==> src/rtl/mem_access_unit_if.sv <==
// mem_access_unit_if: the MEM-stage request, the datamem bus and the MEM/WB
// result bundle.
//   slave  : the mem_access_unit side. It takes the request and MemRD, and
//            drives the datamem controls and the write-back results.
//   master : the pipeline/datamem side, with the opposite directions.
interface mem_access_unit_if;
  logic        En;
  logic        Flush;
  logic [3:0]  MemOp;
  logic [31:0] Addr;
  logic [31:0] StoreData;
  logic [4:0]  Dst;
  logic [31:0] MemRD;
  logic [10:0] MemA;
  logic [3:0]  MemBE;
  logic [31:0] MemWD;
  logic        MemWe;
  logic [31:0] LoadData;
  logic [4:0]  WbDst;
  logic        WbRegWrite;
  logic [4:0]  ExcCode;
  logic [31:0] BadVAddr;

  modport slave (
    input  En, Flush, MemOp, Addr, StoreData, Dst, MemRD,
    output MemA, MemBE, MemWD, MemWe, LoadData, WbDst, WbRegWrite, ExcCode, BadVAddr
  );

  modport master (
    output En, Flush, MemOp, Addr, StoreData, Dst, MemRD,
    input  MemA, MemBE, MemWD, MemWe, LoadData, WbDst, WbRegWrite, ExcCode, BadVAddr
  );
endinterface

==> src/rtl/mem_access_unit.sv <==
// mem_access_unit: memory-stage front end for the 2048-word byte-enabled datamem.
//   Clk    : clock. All state changes on the rising edge.
//   Reset  : synchronous, active-high. Clears the MEM/WB register.
//   bus    : mem_access_unit_if.slave
//            - request: En, Flush, MemOp, Addr, StoreData, Dst
//            - datamem: MemA, MemBE, MemWD, MemWe (out), MemRD (in, combinational)
//            - MEM/WB : LoadData, WbDst, WbRegWrite, ExcCode, BadVAddr (registered)
module mem_access_unit #(
  parameter logic [31:0] ADDR_LIMIT = 32'h0000_2000
) (
  input logic Clk,
  input logic Reset,
  mem_access_unit_if.slave bus
);

  localparam logic [3:0] OP_LW  = 4'd1;
  localparam logic [3:0] OP_LH  = 4'd2;
  localparam logic [3:0] OP_LHU = 4'd3;
  localparam logic [3:0] OP_LB  = 4'd4;
  localparam logic [3:0] OP_LBU = 4'd5;
  localparam logic [3:0] OP_SW  = 4'd6;
  localparam logic [3:0] OP_SH  = 4'd7;
  localparam logic [3:0] OP_SB  = 4'd8;

  localparam logic [4:0] EXC_NONE = 5'd0;
  localparam logic [4:0] EXC_ADEL = 5'd4;
  localparam logic [4:0] EXC_ADES = 5'd5;

  function automatic logic [31:0] sext16(input logic signed [15:0] v);
    logic signed [31:0] r;
    r = v;
    return r;
  endfunction

  function automatic logic [31:0] sext8(input logic signed [7:0] v);
    logic signed [31:0] r;
    r = v;
    return r;
  endfunction

  logic        is_load, is_store, misaligned, out_of_range, fault;
  logic [3:0]  be;
  logic [15:0] half_sel;
  logic [7:0]  byte_sel;
  logic [31:0] ext_data;

  logic [31:0] load_data_d,    load_data_q;
  logic [4:0]  wb_dst_d,       wb_dst_q;
  logic        wb_reg_write_d, wb_reg_write_q;
  logic [4:0]  exc_code_d,     exc_code_q;
  logic [31:0] bad_vaddr_d,    bad_vaddr_q;

  // Decode: classification, byte enables and load extraction
  always_comb begin
    is_load      = (bus.MemOp >= OP_LW) && (bus.MemOp <= OP_LBU);
    is_store     = (bus.MemOp >= OP_SW) && (bus.MemOp <= OP_SB);
    out_of_range = bus.Addr >= ADDR_LIMIT;
    misaligned   = 1'b0;
    be           = 4'b0000;
    case (bus.MemOp)
      OP_LW:             misaligned = bus.Addr[1:0] != 2'b00;
      OP_LH, OP_LHU:     misaligned = bus.Addr[0];
      OP_SW: begin
        misaligned = bus.Addr[1:0] != 2'b00;
        be         = 4'b1111;
      end
      OP_SH: begin
        misaligned = bus.Addr[0];
        be         = bus.Addr[1] ? 4'b1100 : 4'b0011;
      end
      OP_SB:             be = 4'b0001 << bus.Addr[1:0];
      default: ;
    endcase
    fault = (is_load || is_store) && (misaligned || out_of_range);

    half_sel = bus.Addr[1] ? bus.MemRD[31:16] : bus.MemRD[15:0];
    case (bus.Addr[1:0])
      2'd0:    byte_sel = bus.MemRD[7:0];
      2'd1:    byte_sel = bus.MemRD[15:8];
      2'd2:    byte_sel = bus.MemRD[23:16];
      default: byte_sel = bus.MemRD[31:24];
    endcase

    case (bus.MemOp)
      OP_LW:   ext_data = bus.MemRD;
      OP_LH:   ext_data = sext16(half_sel);
      OP_LHU:  ext_data = {16'h0000, half_sel};
      OP_LB:   ext_data = sext8(byte_sel);
      OP_LBU:  ext_data = {24'h000000, byte_sel};
      default: ext_data = 32'h0;
    endcase
  end

  // The write strobe deliberately ignores Reset: a store in the reset cycle still commits.
  assign bus.MemA  = bus.Addr[12:2];
  assign bus.MemBE = be;
  assign bus.MemWD = bus.StoreData;
  assign bus.MemWe = is_store && !fault && bus.En && !bus.Flush;

  // MEM/WB next state: Flush bubbles ahead of the En hold
  always_comb begin
    load_data_d    = load_data_q;
    wb_dst_d       = wb_dst_q;
    wb_reg_write_d = wb_reg_write_q;
    exc_code_d     = exc_code_q;
    bad_vaddr_d    = bad_vaddr_q;
    if (bus.Flush) begin
      load_data_d    = 32'h0;
      wb_dst_d       = 5'd0;
      wb_reg_write_d = 1'b0;
      exc_code_d     = EXC_NONE;
      bad_vaddr_d    = 32'h0;
    end else if (bus.En) begin
      load_data_d    = (is_load && !fault) ? ext_data : 32'h0;
      wb_dst_d       = bus.Dst;
      wb_reg_write_d = is_load && !fault;
      exc_code_d     = (is_load && fault)  ? EXC_ADEL :
                       (is_store && fault) ? EXC_ADES : EXC_NONE;
      bad_vaddr_d    = fault ? bus.Addr : 32'h0;
    end
  end

  // MEM/WB register
  always_ff @(posedge Clk) begin
    if (Reset) begin
      load_data_q    <= 32'h0;
      wb_dst_q       <= 5'd0;
      wb_reg_write_q <= 1'b0;
      exc_code_q     <= EXC_NONE;
      bad_vaddr_q    <= 32'h0;
    end else begin
      load_data_q    <= load_data_d;
      wb_dst_q       <= wb_dst_d;
      wb_reg_write_q <= wb_reg_write_d;
      exc_code_q     <= exc_code_d;
      bad_vaddr_q    <= bad_vaddr_d;
    end
  end

  assign bus.LoadData   = load_data_q;
  assign bus.WbDst      = wb_dst_q;
  assign bus.WbRegWrite = wb_reg_write_q;
  assign bus.ExcCode    = exc_code_q;
  assign bus.BadVAddr   = bad_vaddr_q;

endmodule
==> src/flat_wrapper.sv <==
// flat-port wrapper written by rule: the top's interface ports become plain ports
module mem_access_unit_flat 
#(
  parameter logic [31:0] ADDR_LIMIT = 32'h0000_2000
)
  (Clk, Reset, bus_En, bus_Flush, bus_MemOp, bus_Addr, bus_StoreData, bus_Dst, bus_MemRD, bus_MemA, bus_MemBE, bus_MemWD, bus_MemWe, bus_LoadData, bus_WbDst, bus_WbRegWrite, bus_ExcCode, bus_BadVAddr);
  mem_access_unit_if bus_i ();
  input logic Clk;
  input logic Reset;
  input wire logic [$bits(bus_i.En)-1:0] bus_En;
  input wire logic [$bits(bus_i.Flush)-1:0] bus_Flush;
  input wire logic [$bits(bus_i.MemOp)-1:0] bus_MemOp;
  input wire logic [$bits(bus_i.Addr)-1:0] bus_Addr;
  input wire logic [$bits(bus_i.StoreData)-1:0] bus_StoreData;
  input wire logic [$bits(bus_i.Dst)-1:0] bus_Dst;
  input wire logic [$bits(bus_i.MemRD)-1:0] bus_MemRD;
  output wire logic [$bits(bus_i.MemA)-1:0] bus_MemA;
  output wire logic [$bits(bus_i.MemBE)-1:0] bus_MemBE;
  output wire logic [$bits(bus_i.MemWD)-1:0] bus_MemWD;
  output wire logic [$bits(bus_i.MemWe)-1:0] bus_MemWe;
  output wire logic [$bits(bus_i.LoadData)-1:0] bus_LoadData;
  output wire logic [$bits(bus_i.WbDst)-1:0] bus_WbDst;
  output wire logic [$bits(bus_i.WbRegWrite)-1:0] bus_WbRegWrite;
  output wire logic [$bits(bus_i.ExcCode)-1:0] bus_ExcCode;
  output wire logic [$bits(bus_i.BadVAddr)-1:0] bus_BadVAddr;
  assign bus_i.En = bus_En;
  assign bus_i.Flush = bus_Flush;
  assign bus_i.MemOp = bus_MemOp;
  assign bus_i.Addr = bus_Addr;
  assign bus_i.StoreData = bus_StoreData;
  assign bus_i.Dst = bus_Dst;
  assign bus_i.MemRD = bus_MemRD;
  assign bus_MemA = bus_i.MemA;
  assign bus_MemBE = bus_i.MemBE;
  assign bus_MemWD = bus_i.MemWD;
  assign bus_MemWe = bus_i.MemWe;
  assign bus_LoadData = bus_i.LoadData;
  assign bus_WbDst = bus_i.WbDst;
  assign bus_WbRegWrite = bus_i.WbRegWrite;
  assign bus_ExcCode = bus_i.ExcCode;
  assign bus_BadVAddr = bus_i.BadVAddr;
  mem_access_unit #(.ADDR_LIMIT(ADDR_LIMIT)) u_core (.Clk(Clk), .Reset(Reset), .bus(bus_i));
endmodule
==> config.mk <==
export PLATFORM = sky130hd
export DESIGN_NAME = mem_access_unit_flat
export DESIGN_NICKNAME = d
export VERILOG_FILES = /design/src/rtl/mem_access_unit_if.sv /design/src/rtl/mem_access_unit.sv /design/src/flat_wrapper.sv
export SDC_FILE = /design/constraint.sdc
export NUM_CORES = 1
export LEC_CHECK = 0
export CORE_UTILIZATION = 35
export CTS_CLUSTER_SIZE = 20
export DETAILED_ROUTE_END_ITERATION = 16
export PLACE_DENSITY = 0.8
export SYNTH_ARGS = -nofsm -noshare
export SYNTH_HDL_FRONTEND = slang
export SYNTH_SLANG_ARGS = --single-unit
==> constraint.sdc <==
create_clock -name Clk -period 3.31 [get_ports Clk]
set_input_delay 0.8275 -clock Clk [delete_from_list [all_inputs] [get_ports Clk]]
set_output_delay 0.8275 -clock Clk [all_outputs]
set_load 0.03 [all_outputs]
==> impl_metrics.env <==
export IMPL_status="finished, final reports clean"
export IMPL_rr_worst_depth=2
export IMPL_pin_count=232
export IMPL_max_cap_violations=0
export IMPL_grtUsageMet1_pct=27.14
export IMPL_initial_core_util_pct=36.26
export IMPL_finalHoldViolations=0
export IMPL_fin_tns_setup_ns=0
export IMPL_ys_warn_count=0
export IMPL_cts_tree="yes"
export IMPL_drtIter0Drc=360
export IMPL_drt_wl_total_um=13160
export IMPL_synth_seq_cells=72
export IMPL_post_place_ws_ns=-0.02544
export IMPL_yosysSeqAreaShare_pct=36.35
export IMPL_drt_pre_antenna_iters=6
export IMPL_worstSetupPathType="input port to output port"
export IMPL_power_density_nw_per_um2=390.6
export IMPL_grt_max_degree=48
export IMPL_detail_route_wl_per_cell_um=17.83
export IMPL_r2r_slack_ns=2.34
export IMPL_crit_path_end="bus_MemBE[3]"
export IMPL_yosys_area_top_type="dfxtp_1"
export IMPL_vdd_drop_max_v=0.0002145
export IMPL_busiest_layer="met2"
export IMPL_gp_congestion=0.8249
export IMPL_numCtsBuffers=9
export IMPL_use_met3_pct=5.063
export IMPL_insertion_delay_ns=0.32
export IMPL_clock_sinks=72
export IMPL_maxSlewHeadroom_pct=14.63
export IMPL_area_growth_pct=46.95
export IMPL_p_leak_nw=2.095
export IMPL_root_buffer="clkbuf_16"
export IMPL_chipHeight_um=108.4
export IMPL_track_usage_pct=22.07
export IMPL_antenna_cells=0
export IMPL_finalSetupViolCount=0
export IMPL_worstPathArrival_ns=2.43
export IMPL_period_share_pct=98.55
export IMPL_drive_gt1_share_pct=13.21
export IMPL_r2r_start="u_core.bus.LoadData[8]$_SDFFE_PP0P_"
export IMPL_core_area_um2=10940
export IMPL_routed_via_density=5.519
export IMPL_fin_area_um2=5827
export IMPL_syn_inst=472
export IMPL_use_met2_pct=37.25
export IMPL_die_w_um=108.4
export IMPL_cp_required_ns=2.48
export IMPL_rsz0062_at_grt="yes"
export IMPL_reg2reg_to="u_core.bus.LoadData[8]$_SDFFE_PP0P_"
export IMPL_fmax_mhz=306.6
export IMPL_drc_errors=0
export IMPL_worst_pin_slew_ns=1.270
export IMPL_cp_start_kind="input port"
export IMPL_period_minus_slack_ns=3.262
export IMPL_dieArea_um2=11760
export IMPL_post_cts_buffers=0
export IMPL_clk_pin_slew_worst_paths_ns=0.06
export IMPL_syn_avg_cell_area_um2=8.401
export IMPL_final_core_util_pct=53.28
export IMPL_mostFrequentLayoutCell="clkdlybuf4s50_1"
export IMPL_fill_cells=1000
export IMPL_grt_pass1_vias=3982
export IMPL_crit_fanout=4
export IMPL_antenna_found_initial=0
export IMPL_setup_ws_ns=0.04811
export IMPL_post_dp_cell_area_um2=5512
export IMPL_grt_overflow=0
export IMPL_cts_htree_levels=3
export IMPL_synth_area_leaders="dfxtp_1 36%, buf_4 9.5%, nand2_1 6.3%"
export IMPL_slew_viol_final=0
export IMPL_min_path_type="flop to flop"
export IMPL_cp_end_kind="output port"
export IMPL_port_buffers=164
export IMPL_dp_hpwl_um=9675
export IMPL_yosys_area_top_type_share_pct=36.35
export IMPL_mostFrequentLayoutCells="158 x clkdlybuf4s50_1, 72 x dfxtp_1, 66 x nand2_1"
export IMPL_finalNetCount=703
export IMPL_netlist_area_um2=3965
export IMPL_route_vias_total=4073
export IMPL_rows=38
export IMPL_grt_pass1_wl_um=20180
export IMPL_clockBufferDepth=2
export IMPL_skew_ns=0
export IMPL_antenna_left=0
export IMPL_crit_start="bus_MemOp[2]"
export IMPL_synth_cell_types=52
export IMPL_cts_hold_buffers=0
-- worst min-delay path by stage --
stage,from,endpoint,slack (ns),depth (start not counted)
2_1_floorplan,u_core.bus.LoadData[21]$_SDFFE_PP0P_,u_core.bus.LoadData[21]$_SDFFE_PP0P_,0.57,2
3_3_place_gp,u_core.bus.LoadData[29]$_SDFFE_PP0P_,u_core.bus.LoadData[29]$_SDFFE_PP0P_,0.44,2
3_5_place_dp,u_core.bus.LoadData[25]$_SDFFE_PP0P_,u_core.bus.LoadData[25]$_SDFFE_PP0P_,0.45,2
4_1_cts,u_core.bus.LoadData[25]$_SDFFE_PP0P_,u_core.bus.LoadData[25]$_SDFFE_PP0P_,0.46,2
5_1_grt,u_core.bus.LoadData[25]$_SDFFE_PP0P_,u_core.bus.LoadData[25]$_SDFFE_PP0P_,0.48,2
6_report,u_core.bus.LoadData[29]$_SDFFE_PP0P_,u_core.bus.LoadData[29]$_SDFFE_PP0P_,0.46,2
-- cells by family (layout without fill, tap and decap cells) --
family	after synthesis	in the layout	share of synthesized area (%)
buffers and inverters	104	228	15.15
other	1	3	0.09458
muxes	15	15	5.996
xor gates and xnor gates	2	2	0.4419
AOI/OAI and AO/OA	111	111	21.99
DFF	72	72	36.35
and+or+nand+nor	167	167	19.98
-- repair_timing --
action	in CTS	in global routing
cloned	0	0
endpoints found under the setup margin	1	5
resized for setup	1	3
-- worst max-delay path, stage by stage --
cell	delay, ns
clkdlybuf4s50_1	0.42
buf_4	0.15
nor3_2	0.29
a31oi_1	0.15
buf_4	0.16
o21ai_0	0.17
buf_4	0.15
buf_12	0.11
-- synthesized netlist by cell type, drive strengths merged --
cell and n:
a222oi 16, and2b 1, o41ai 3, nand4 13, a2bb2oi 16, nor3b 2, nor2 41, nand2b 5
o221ai 1, conb 1, xor2 1, o21ba 1, o22ai 2, a21oi 4, o21ai 30, dfxtp 72
a21bo 1, mux4 7, or2 1, xnor2 1, or4b 2, a31oi 2, o31ai 1, inv 18
buf 67, nand3 20, a2111oi 1, nor3 4, a221oi 16, nand3b 1, a211oi 17, and4 1
nand2 68, mux2i 8, clkbuf 19, and3 1, nor2b 1, nor4 5, or3b 1
-- state kept, by name, indices dropped and copies added (netlist names) --
signal / count
u_core.bus.BadVAddr: 32
u_core.bus.LoadData: 32
u_core.bus.WbRegWrite: 1
u_core.bus.ExcCode: 2
u_core.bus.WbDst: 5
-- layer usage --
layer  share of wire [%]  wire length, µm
met5                   0                0
met3                 6.7              883
met2                  50             6539
met4                 1.5              201
met1                  42             5537
-- where the power goes --
group          total [W]  internal [W]  switching (W)  leakage (nW)
registers       0.000885      0.000878     0.00000621         0.582
clock network   0.000970      0.000598       0.000372         0.137
logic           0.000421      0.000204       0.000217          1.38
total            0.00228       0.00168       0.000595          2.09
-- stage by stage --
| step | total power [W] | hold slack [ns] | std cells |
|---|---|---|---|
| 3_3_place_gp | 0.001310 | 0.4445 | 723 |
| 5_1_grt | 0.002364 | 0.4812 | 738 |
| 3_5_place_dp | 0.001319 | 0.4495 | 723 |
| 2_1_floorplan | 0.001195 | 0.5735 | 474 |
| 6_report | 0.002276 | 0.4552 | 738 |
| 4_1_cts | 0.002292 | 0.4577 | 738 |
-- cell type report --
| type | count | area [µm²] | share of cell area [%] |
|---|---|---|---|
| Timing Repair Buffer | 195 | 1894 | 32.51 |
| Clock inverter | 5 | 57.56 | 0.9878 |
| Inverter | 18 | 67.56 | 1.160 |
| Tap cell | 140 | 175.2 | 3.006 |
| Clock buffer | 10 | 239.0 | 4.101 |
| Multi-Input combinational cell | 298 | 1952 | 33.50 |
| Sequential cell | 72 | 1441 | 24.74 |
(Power assumes the default switching activity.)
